[src/rtl/parallel_to_serial_stream.sv]
// Parallel-to-serial stream converter: a one-word holding register feeds a shift
// register that emits LANES bits per beat under a valid/ready handshake.
module parallel_to_serial_stream #(
   parameter int unsigned DATA_SIZE = 64,
   parameter int unsigned LANES     = 1,
   parameter int unsigned MSB_FIRST = 1
) (
   input  logic                 CLK,
   input  logic                 RST,
   input  logic                 CLEAR,
   input  logic [DATA_SIZE-1:0] IN_DATA,
   input  logic                 IN_VALID,
   output logic                 IN_READY,
   output logic [LANES-1:0]     OUT_DATA,
   output logic                 OUT_VALID,
   input  logic                 OUT_READY,
   output logic                 OUT_LAST,
   output logic                 BUSY
);

   localparam int unsigned BEATS = DATA_SIZE / LANES;
   localparam int unsigned CNT_W = (BEATS > 1) ? $clog2(BEATS) : 1;
   localparam logic [CNT_W-1:0] LAST_CNT = CNT_W'(BEATS - 1);

   if ((DATA_SIZE % LANES) != 0) begin : g_bad_lanes
      $error("parallel_to_serial_stream: LANES must divide DATA_SIZE");
   end

   logic [DATA_SIZE-1:0] r_hold_data;
   logic                 r_hold_full;
   logic [DATA_SIZE-1:0] r_shift;
   logic                 r_shift_active;
   logic [CNT_W-1:0]     r_cnt;

   logic                 w_last;
   logic                 w_out_xfer;
   logic                 w_in_xfer;
   logic                 w_reload;
   logic [LANES-1:0]     w_head;
   logic [DATA_SIZE-1:0] w_shift_next;

   // Output end of the shift register and the shift toward it.
   if (MSB_FIRST != 0) begin : g_msb
      assign w_head       = r_shift[DATA_SIZE-1 -: LANES];
      assign w_shift_next = r_shift << LANES;
   end else begin : g_lsb
      assign w_head       = r_shift[LANES-1:0];
      assign w_shift_next = r_shift >> LANES;
   end

   assign w_last     = r_shift_active && (r_cnt == LAST_CNT);
   assign w_out_xfer = r_shift_active && OUT_READY;
   assign w_in_xfer  = IN_VALID && !r_hold_full;
   assign w_reload   = r_hold_full && (!r_shift_active || (w_out_xfer && w_last));

   assign IN_READY  = !r_hold_full && !RST;
   assign OUT_VALID = r_shift_active;
   assign OUT_DATA  = r_shift_active ? w_head : '0;
   assign OUT_LAST  = w_last;
   assign BUSY      = r_hold_full || r_shift_active;

   // Holding register: filled by an input transfer, emptied by a reload.
   always_ff @(posedge CLK or posedge RST) begin
      if (RST) begin
         r_hold_data <= '0;
         r_hold_full <= 1'b0;
      end else if (CLEAR) begin
         r_hold_data <= '0;
         r_hold_full <= 1'b0;
      end else if (w_reload) begin
         r_hold_full <= 1'b0;
      end else if (w_in_xfer) begin
         r_hold_data <= IN_DATA;
         r_hold_full <= 1'b1;
      end
   end

   // Shifter and beat counter; a reload on the final beat keeps the stream gapless.
   always_ff @(posedge CLK or posedge RST) begin
      if (RST) begin
         r_shift        <= '0;
         r_shift_active <= 1'b0;
         r_cnt          <= '0;
      end else if (CLEAR) begin
         r_shift        <= '0;
         r_shift_active <= 1'b0;
         r_cnt          <= '0;
      end else if (w_reload) begin
         r_shift        <= r_hold_data;
         r_shift_active <= 1'b1;
         r_cnt          <= '0;
      end else if (w_out_xfer) begin
         if (w_last) begin
            r_shift        <= '0;
            r_shift_active <= 1'b0;
            r_cnt          <= '0;
         end else begin
            r_shift <= w_shift_next;
            r_cnt   <= r_cnt + CNT_W'(1);
         end
      end
   end

endmodule
[config.mk]
export PLATFORM = sky130hd
export DESIGN_NAME = parallel_to_serial_stream
export DESIGN_NICKNAME = d
export VERILOG_FILES = /design/src/rtl/parallel_to_serial_stream.sv
export SDC_FILE = /design/constraint.sdc
export NUM_CORES = 1
export LEC_CHECK = 0
export ABC_AREA = 1
export CAP_MARGIN = 20
export CORE_MARGIN = 5
export CORE_UTILIZATION = 50
export CTS_CLUSTER_SIZE = 25
export DETAILED_ROUTE_END_ITERATION = 10
export PLACE_DENSITY = 0.8
export SLEW_MARGIN = 20
export SYNTH_ARGS = -nofsm -noshare
export SYNTH_HDL_FRONTEND = slang
export SYNTH_SLANG_ARGS = --single-unit
[constraint.sdc]
create_clock -name CLK -period 12.1 [get_ports CLK]
set_input_delay 1.815 -clock CLK [delete_from_list [all_inputs] [get_ports CLK]]
set_output_delay 1.815 -clock CLK [all_outputs]
set_load 0.05 [all_outputs]
==> results of run 1 <==
[state kept, by name, indices dropped and copies added, names as in the netlist]
register / flops
OUT_VALID: 1
r_hold_data: 64
r_cnt: 6
r_hold_full: 1
r_shift: 64
[logic make-up after synthesis]
group,after synthesis
AND/OR/NAND/NOR,415
buffers and inverters,157
flip-flops,136
AO/OA/AOI/OAI,134
XOR/XNOR,3
adder cells (fa/ha/maj),1
[worst min-delay path: stages, from the launching register on]
cell and delay, ns:
dfrtp_1 0.34, nand3_1 0.07, nand2_1 0.06
[power by group]
group	internal, mW	switching (mW)
combinational	0.0547	0.101
clock	0.332	0.184
sequential	0.487	0.0198
[worst paths after layout]
check,from,end,slack (ns),cells after the start
worst min register to register,r_shift[30],r_shift[30],0.51,2
max in group asynchronous,RST,r_hold_full,8.88,3
worst max register to register,OUT_VALID,r_shift[25],8.96,9
worst min-delay path,r_shift[30],r_shift[30],0.51,2
min in group asynchronous,RST,r_shift[22],1.86,2
worst max-delay path,RST,IN_READY,7.05,3
[layer usage]
layer	vias to the layer above	routed length (um)
met1	2889	7070
met5	-	0
li1	2918	-
met3	27	782
met2	153	8170
met4	0	267
[area by class of cell]
class	count	area, um2	share of cell area (%)
clock buffer	22	464	5.71
clock inverter	9	124	1.52
inverter	74	285	3.51
multi-input combinational	553	2800	34.4
sequential	136	3410	41.9
tap	176	220	2.71
timing repair buffer	85	841	10.3
[placed cells by master (no fill, tap or decap), types with 2 or more instances in the layout]
master	count
clkbuf_16	17
nor2_1	6
bufinv_16	3
o211ai_1	64
o21ai_0	65
clkbuf_8	2
nand2_2	4
nand3_1	262
dfrtp_1	134
clkdlybuf4s50_1	73
inv_2	2
dfrtp_2	2
xor2_1	3
a21oi_1	3
clkbuf_1	3
buf_4	11
nand2_1	139
clkinv_2	5
inv_1	70
==> impl_results.md, run 1 <==
- Busiest layer in global routing: met2
- TritonRoute pass-1 iters: 6
- Die area: 0.0160 mm2
- Compound-gate portion of the synthesized area: 12.2%
- Max-cap violations: 0
- Largest family of logic cells by synthesized area: simple AND/OR/NAND/NOR gates
- Vias per cell: 5.67
- Mux share of post-synthesis cell area: 0%
- Crit-path max FO: 2
- DP Worst Slack: 7.05 ns
- Count leader, synth: nand3_1
- Final ANT Viol Nets: 0
- Post-cts hold buffer count: 0
- Synth warn: 0
- Largest net degree at the start of global routing: 76
- Syn nets: 916
- Peak supply drop: 0.121 mV
- Main synth FF type: dfrtp_1
- Clock-pin slew on the worst setup and hold paths: 0.06 ns
- Crit start category: primary input
- CTS Sinks: 136
- H-tree depth: 4
- Mapped Cells: 846
- Most common cell type on the critical path: clkdlybuf4s50_1
- Number of cells after detailed placement: 1,024
- Slew Viols, Final: 0
- Seq cells post-synth: 136
- WS Path Type: in2out
- Area after DPL: 0.00755 mm2
- Crit-path slowest cell: clkdlybuf4s50_1
- Die width: 127 um
- CTS tree: done
- Yosys top cell area share: 50.0%
- Finished Cell Area: 0.00814 mm2
- RSZ-0062 raised after global routing: false
- Worst Path Arrival: 3.24 ns
- Design Power: 1.18 mW
- Post-synth EDFFs: 0
- Sequential share of the synthesized area: 50.0%
- Clk root buf: clkbuf_16
- DPL Wire Length: 8850 um
- I/O pins: 74
- Clock Skew: 0.00856 ns
- First-pass GRT wire length: 27,900 um
- Wire per inst: 15.4 um
- Avg Cell Area, Syn: 8.05 um2
- Top cells by area, synth: dfrtp_1 (50%), nand3_1 (19%), nand2_1 (7.8%), o211ai_1 (7.1%), o21ai_0 (4.8%)
- Status: finished, final reports clean
- Post-Syn Area: 0.00681 mm2
- Post-cts sizing count: 0
- Total wire length: 16,300 um
- M3 GR Usage: 4.67%
- Min-Delay Path Class: reg2reg
- GR Util All Layers: 20.8%
- Final GP Congestion: 0.780
- Async set-reset flop share out of synthesis: 100%
- Fin worst setup slack: 7.05 ns
- Post-Layout Cell Count: 1,055
- Worst-path cell chain: clkdlybuf4s50_1 -> nor2_1 -> clkdlybuf4s50_1
- Cell taking the most area after synthesis: dfrtp_1
- Skew-Pair Late Insertion Delay: 0.42 ns
- Final setup vio count: 0
- Crit path time final: 5.05 ns
- Final Hold Slack: 0.507 ns
- Top delay family on crit path: buffers and inverters
- M2 GR Usage: 33.6%
- Synth cell types: 22
- Final Hold Viols: 0
- Final TNS setup: 0 ns
- FP Rows: 42
- DRT iter0 DRCs: 517
- Post-synthesis simple-gate area fraction: 27.9%
- Nets: 937
- Total core area: 0.0133 mm2
- Power per Cell Area: 145 mW/mm2
- Area grow syn2layout: 19.5%
- Vias in the first global route: 5,950
- Num CTS Buffers: 17
- Port bufs: 73
- Grt ovf: 0
- Worst stage delay on the critical path: 0.82 ns
- Ant diodes: 0
- Postcts setup bufs: 0
- Most frequent cells after synthesis: nand3_1 (262), nand2_1 (141), dfrtp_1 (136)
- Via count: 5,987
- M1 GR Usage: 27.8%
- Starting Density: 51.2%
- Share of post-route cells with drive strength above 1: 6.03%
- Worst slew margin: 37.3%
- DR DRC count: 0
- Fmax: 198 MHz
- Clock buffer depth: 2
- Crit share post-route: 41.8%
- Fillers: 1,149
- CP Buf/Inv Count: 2
- Leakage: 4.02 nW
- CP Capture Type: output pin
- Synth Area in XOR/XNOR: 0.386%
- Worst slew pin tran: 0.940 ns
- Crit path required time: 10.28 ns
- Post-route core utilization: 61.2%
- Initial antenna violation count: 0
- Die Ht: 127 um
- Adder-Cell Fraction of Synth Area: 0.184%
Note: power is estimated with default switching activity, not from simulation.
==> run 2: changes to the inputs <==
- clock period: 12.1 -> 4.9 ns (I/O delays scaled with it)
==> impl_results.md, run 2 (synthesis results as in run 1) <==
- Vias per cell: 5.66 (-0.23%)
- Die width: 127 um (unchanged)
- Largest net degree at the start of global routing: 111 (+46%)
- RSZ-0062 raised after global routing: false
- Num CTS Buffers: 17 (unchanged)
- Via count: 5,979 (-0.13%)
- Final ANT Viol Nets: 0 (unchanged)
- Sequential group share of total power: 44.2% (+1.2 points)
- Initial antenna violation count: 0 (unchanged)
- Worst slew pin tran: 0.753 ns (-0.186 ns)
- Final TNS setup: 0 ns (unchanged)
- Die area: 0.0160 mm2 (unchanged)
- Total wire length: 16,700 um (+2.5%)
- Wire per inst: 15.8 um (+2.4%)
- Peak supply drop: 0.248 mV (+100%)
- Top Registers: r_hold_data: 64 flops, r_shift: 64 flops, r_cnt: 6 flops
- Crit path required time: 4.16 ns (-6.12 ns)
- CTS Sinks: 136 (unchanged)
- Final setup vio count: 0 (unchanged)
- WS Path Type: reg2out
- Crit path launch: r_hold_full
- Status: finished, final reports clean
- FF-to-FF End: r_cnt[0]
- Clock buffer depth: 2 (unchanged)
- Net Sw Frac: 27.2% (+1.3 points)
- DR DRC count: 0 (unchanged)
- Die Ht: 127 um (unchanged)
- Slew Viols, Final: 0 (unchanged)
- FP Rows: 42 (unchanged)
- I/O pins: 74 (unchanged)
- DRT iter0 DRCs: 740 (+43%)
- Fmax: 322 MHz
- Crit start category: register
- Reg2reg start: OUT_VALID
- Share of post-route cells with drive strength above 1: 6.25% (+0.22 points)
- Reg2reg path depth: 9 (unchanged)
- Post-route core utilization: 61.0% (-0.24 points)
- Fillers: 1,116 (-2.9%)
- Ant diodes: 0 (unchanged)
- H-tree depth: 4 (unchanged)
- Postcts setup bufs: 0 (unchanged)
- Starting Density: 51.2% (unchanged)
- Commonest non-fill, non-tap cell in the layout: nand3_1
- Hold Path Origin: r_shift[54]
- Max-cap violations: 0 (unchanged)
- GR Util All Layers: 21.8% (+0.96 points)
- Logic pwr share: 13.6% (+0.4 points)
- Min-Delay Path Class: reg2reg
- Worst Hold Path EP: r_shift[54]
- Vias in the first global route: 6,075 (+2.1%)
- Net Sw Power: 772 uW (+150%)
- Grt ovf: 0 (unchanged)
- Crit share post-route: 63.5%
- Post-cts hold buffer count: 0 (unchanged)
- Skew-Pair Late Insertion Delay: 0.42 ns (about the same)
- Crit-path max FO: 58 (+56)
- Clock-pin slew on the worst setup and hold paths: 0.05 ns (about the same)
- Clock power share: 42.2% (-1.6 points)
- Worst slew margin: 49.8% (+12 points)
- Port bufs: 73 (unchanged)
- Int Pwr: 2.07 mW (+140%)
- Crit path time final: 3.11 ns
- Leakage: 4.00 nW (-0.45%)
- Post-cts sizing count: 0 (unchanged)
- Leading cell types in the layout, fill and taps excluded: nand3_1 (262), nand2_1 (139), dfrtp_1 (134), clkdlybuf4s50_1 (73), inv_1 (70)
- Worst Path Arrival: 2.37 ns (-0.87 ns)
- Clk root buf: clkbuf_16
- Final Hold Viols: 0 (unchanged)
- CTS tree: done
- Multi-input logic area: 0.00280 mm2 (unchanged)
- Final GP Congestion: 0.790 (+1.3%)
- Area grow syn2layout: 19.1%
- First-pass GRT wire length: 28,800 um (+3.4%)
- Hold path cells: 2 (unchanged)
- Clock Skew: 0.00576 ns (-0.00281 ns)
- Power per Cell Area: 350 mW/mm2 (+140%)
- TritonRoute pass-1 iters: 5 (-1)
- CP Capture Type: output pin
- Nets: 938 (+0.11%)
- Total core area: 0.0133 mm2 (unchanged)
- DPL Wire Length: 8890 um (+0.38%)
- R2R setup slack: 2.58 ns (-6.38 ns)
- Register area: 0.00341 mm2 (unchanged)
## run 2: stage by stage
stage / hold WS [ns] / cells / instance area (um2) / total power, mW / setup slack (ns)
6_report: 0.506 / 1056 / 8100 / 2.84 / 1.79
2_1_floorplan: 0.476 / 846 / 6810 / 1.52 / 0.526
3_5_place_dp: 0.494 / 1024 / 7530 / 1.65 / 2.01
5_1_grt: 0.535 / 1056 / 8100 / 2.96 / 1.72
3_3_place_gp: 0.489 / 1024 / 7530 / 1.64 / 2.01
4_1_cts: 0.509 / 1055 / 8080 / 2.85 / 1.80
## run 2: power by group through the flow
stage	clock, mW	combinational, mW	sequential (mW)
floorplan	0	0.261	1.26
global placement	0	0.374	1.27
detailed placement	0	0.379	1.27
CTS	1.21	0.383	1.25
global route	1.26	0.432	1.27
finish	1.20	0.385	1.26
## run 2: area by class of cell
cell class / instances / area share [%]
clock buffers: 22 / 5.85
well taps: 176 / 2.72
multi-input cells: 553 / 34.5
flip-flops and latches: 136 / 42.0
clock inverters: 9 / 0.926
repair buffers: 86 / 10.5
inverters: 74 / 3.52
## run 2: worst max-delay path, cell delays in order, from the launching register on
cell and delay, ns:
dfrtp_2 0.50, buf_4 0.59, nor2_1 0.11, clkdlybuf4s50_1 0.72
## run 2: routing by layer
| layer | track usage (%) | vias up | part of all wire, % |
|---|---|---|---|
| li1 | - | 2914 | - |
| met2 | 35.6 | 154 | 50 |
| met4 | 7.13 | 0 | 1.4 |
| met3 | 5.04 | 17 | 4.8 |
| met1 | 28.9 | 2894 | 44 |
| met5 | 0 | - | 0 |
## run 2: worst max-delay path by stage
stage          slack [ns]         endpoint
6_report             1.79         IN_READY
5_1_grt              1.72         IN_READY
4_1_cts              1.80         IN_READY
3_5_place_dp         2.01  r_hold_data[46]
3_3_place_gp         2.01         IN_READY
2_1_floorplan        0.53        OUT_VALID
==> RTL change (flow settings as in run 2) <==
Change the parameter `MSB_FIRST` from 1 to 0.
--- a/src/rtl/parallel_to_serial_stream.sv
+++ b/src/rtl/parallel_to_serial_stream.sv
@@ -5,3 +5,3 @@
    parameter int unsigned LANES     = 1,
-   parameter int unsigned MSB_FIRST = 1
+   parameter int unsigned MSB_FIRST = 0
 ) (
Formal check against the unedited RTL: not equivalent (Yosys sat finds a counterexample within 4 cycles, from zero or initial values and one cycle with RST high).
==> RTL change against run 2 <==
Global-route usage is 0.81 points lower; cell area grew 0.49%; first-iteration DRC count decreased by 21%; worst setup slack worse by 0.058 ns; maximum frequency is 1.8% lower; synthesized cell count unchanged; wire length is 1.2% lower; hold slack improved by 0.00060 ns; power up 4.0%; sequential cell count stayed put; die area barely moved; area after synthesis is essentially flat; via count is 1.6% higher; critical path type unchanged; highest routed layer unchanged.
==> RTL change: results (changes against run 2) <==
Run status: finished clean (unchanged). The total cell area at the placement stage is 7530 um2 (about the same). The portion of the post-synthesis area used by sequential elements is 50.0% (about the same). The clock network fraction of total power is 44.5% (was 42.2%).

The detailed placement HPWL is 8910 um (was 8890 um). The share of final-layout standard cells stronger than drive strength 1 is 6.24% (was 6.25%). The count of instances resized after the clock tree is built came out at 0 (unchanged). The count of vias placed by the detailed router is 6076 (was 5979). The met3 routing resource usage after global routing came out at 5.09% (was 5.04%). The peak ir drop on the vdd network came out at 233 uV (was 248 uV). The startpoint of the tightest hold check path is r_shift[5] (was r_shift[54]). The synthesis warning total is 0 (unchanged). The worst hold margin was 0.506 ns (about the same). Cell types with the largest area share after synthesis: sky130_fd_sc_hd__dfrtp_1, sky130_fd_sc_hd__nand3_1, sky130_fd_sc_hd__nand2_1 (unchanged). The last weighted congestion value of the routability-driven placer is 0.756 (was 0.790). The number of filler instances in the final layout came out at 1147 (was 1116). The mean number of vias per cell came out at 5.75 (was 5.66). The pin count of the biggest net entering global routing came out at 90 (was 111).

The aggregate global-route resource usage is 21.0% (was 21.8%). The via count of the first global-routing pass came out at 5862 (was 6075). The worst hold path endpoint is r_shift[5] (was r_shift[54]). The first-pass GRT wire length was 27900 um (was 28800 um). The wire length per cell came out at 15.6 um (was 15.8 um). The clock-net power came out at 1.31 mW (was 1.20 mW). The maximum fanout along the worst path is 46 (was 58).

The met1 demand-to-capacity share in global routing is 27.9% (was 28.9%). The post-route clock skew is 0.00593 ns (was 0.00576 ns). The endpoint arrival time on the critical path is 2.43 ns (was 2.37 ns).

The met2 demand-to-capacity share in global routing is 32.9% (was 35.6%).
## RTL change: cell types whose count changed after synthesis, sizes merged
| cell | delta |
|---|---|
| buf | +1 |
| clkbuf | -1 |
## RTL change: worst min-delay path, delay by kind of cell (launching register included)
| family | cells | cell delay [ns] |
|---|---|---|
| flops | 1 | 0.34 |
| simple gates | 2 | 0.13 |
## RTL change: area by class of cell
class | count | area (um2) | share of cell area [%]
flip-flops and latches | 136 | 3410 | 41.8
multi-input cells | 553 | 2800 | 34.3
repair buffers | 86 | 828 | 10.2
clock buffers | 24 | 492 | 6.04
inverters | 74 | 285 | 3.50
well taps | 176 | 220 | 2.70
clock inverters | 8 | 118 | 1.44
## RTL change: cell families after synthesis
group,Yosys count,share of synthesized area (%)
simple gates,415,28.0
buf+inv,157,9.21
flops,136,50.0
compound gates,134,12.2
xor+xnor,3,0.386
fa+ha+maj,1,0.184
## RTL change: per-layer routing
metal,share of wire [%],vias up
met2,48,227
met4,2.4,0
met5,0,-
met1,43,2885
li1,-,2921
met3,6.3,43
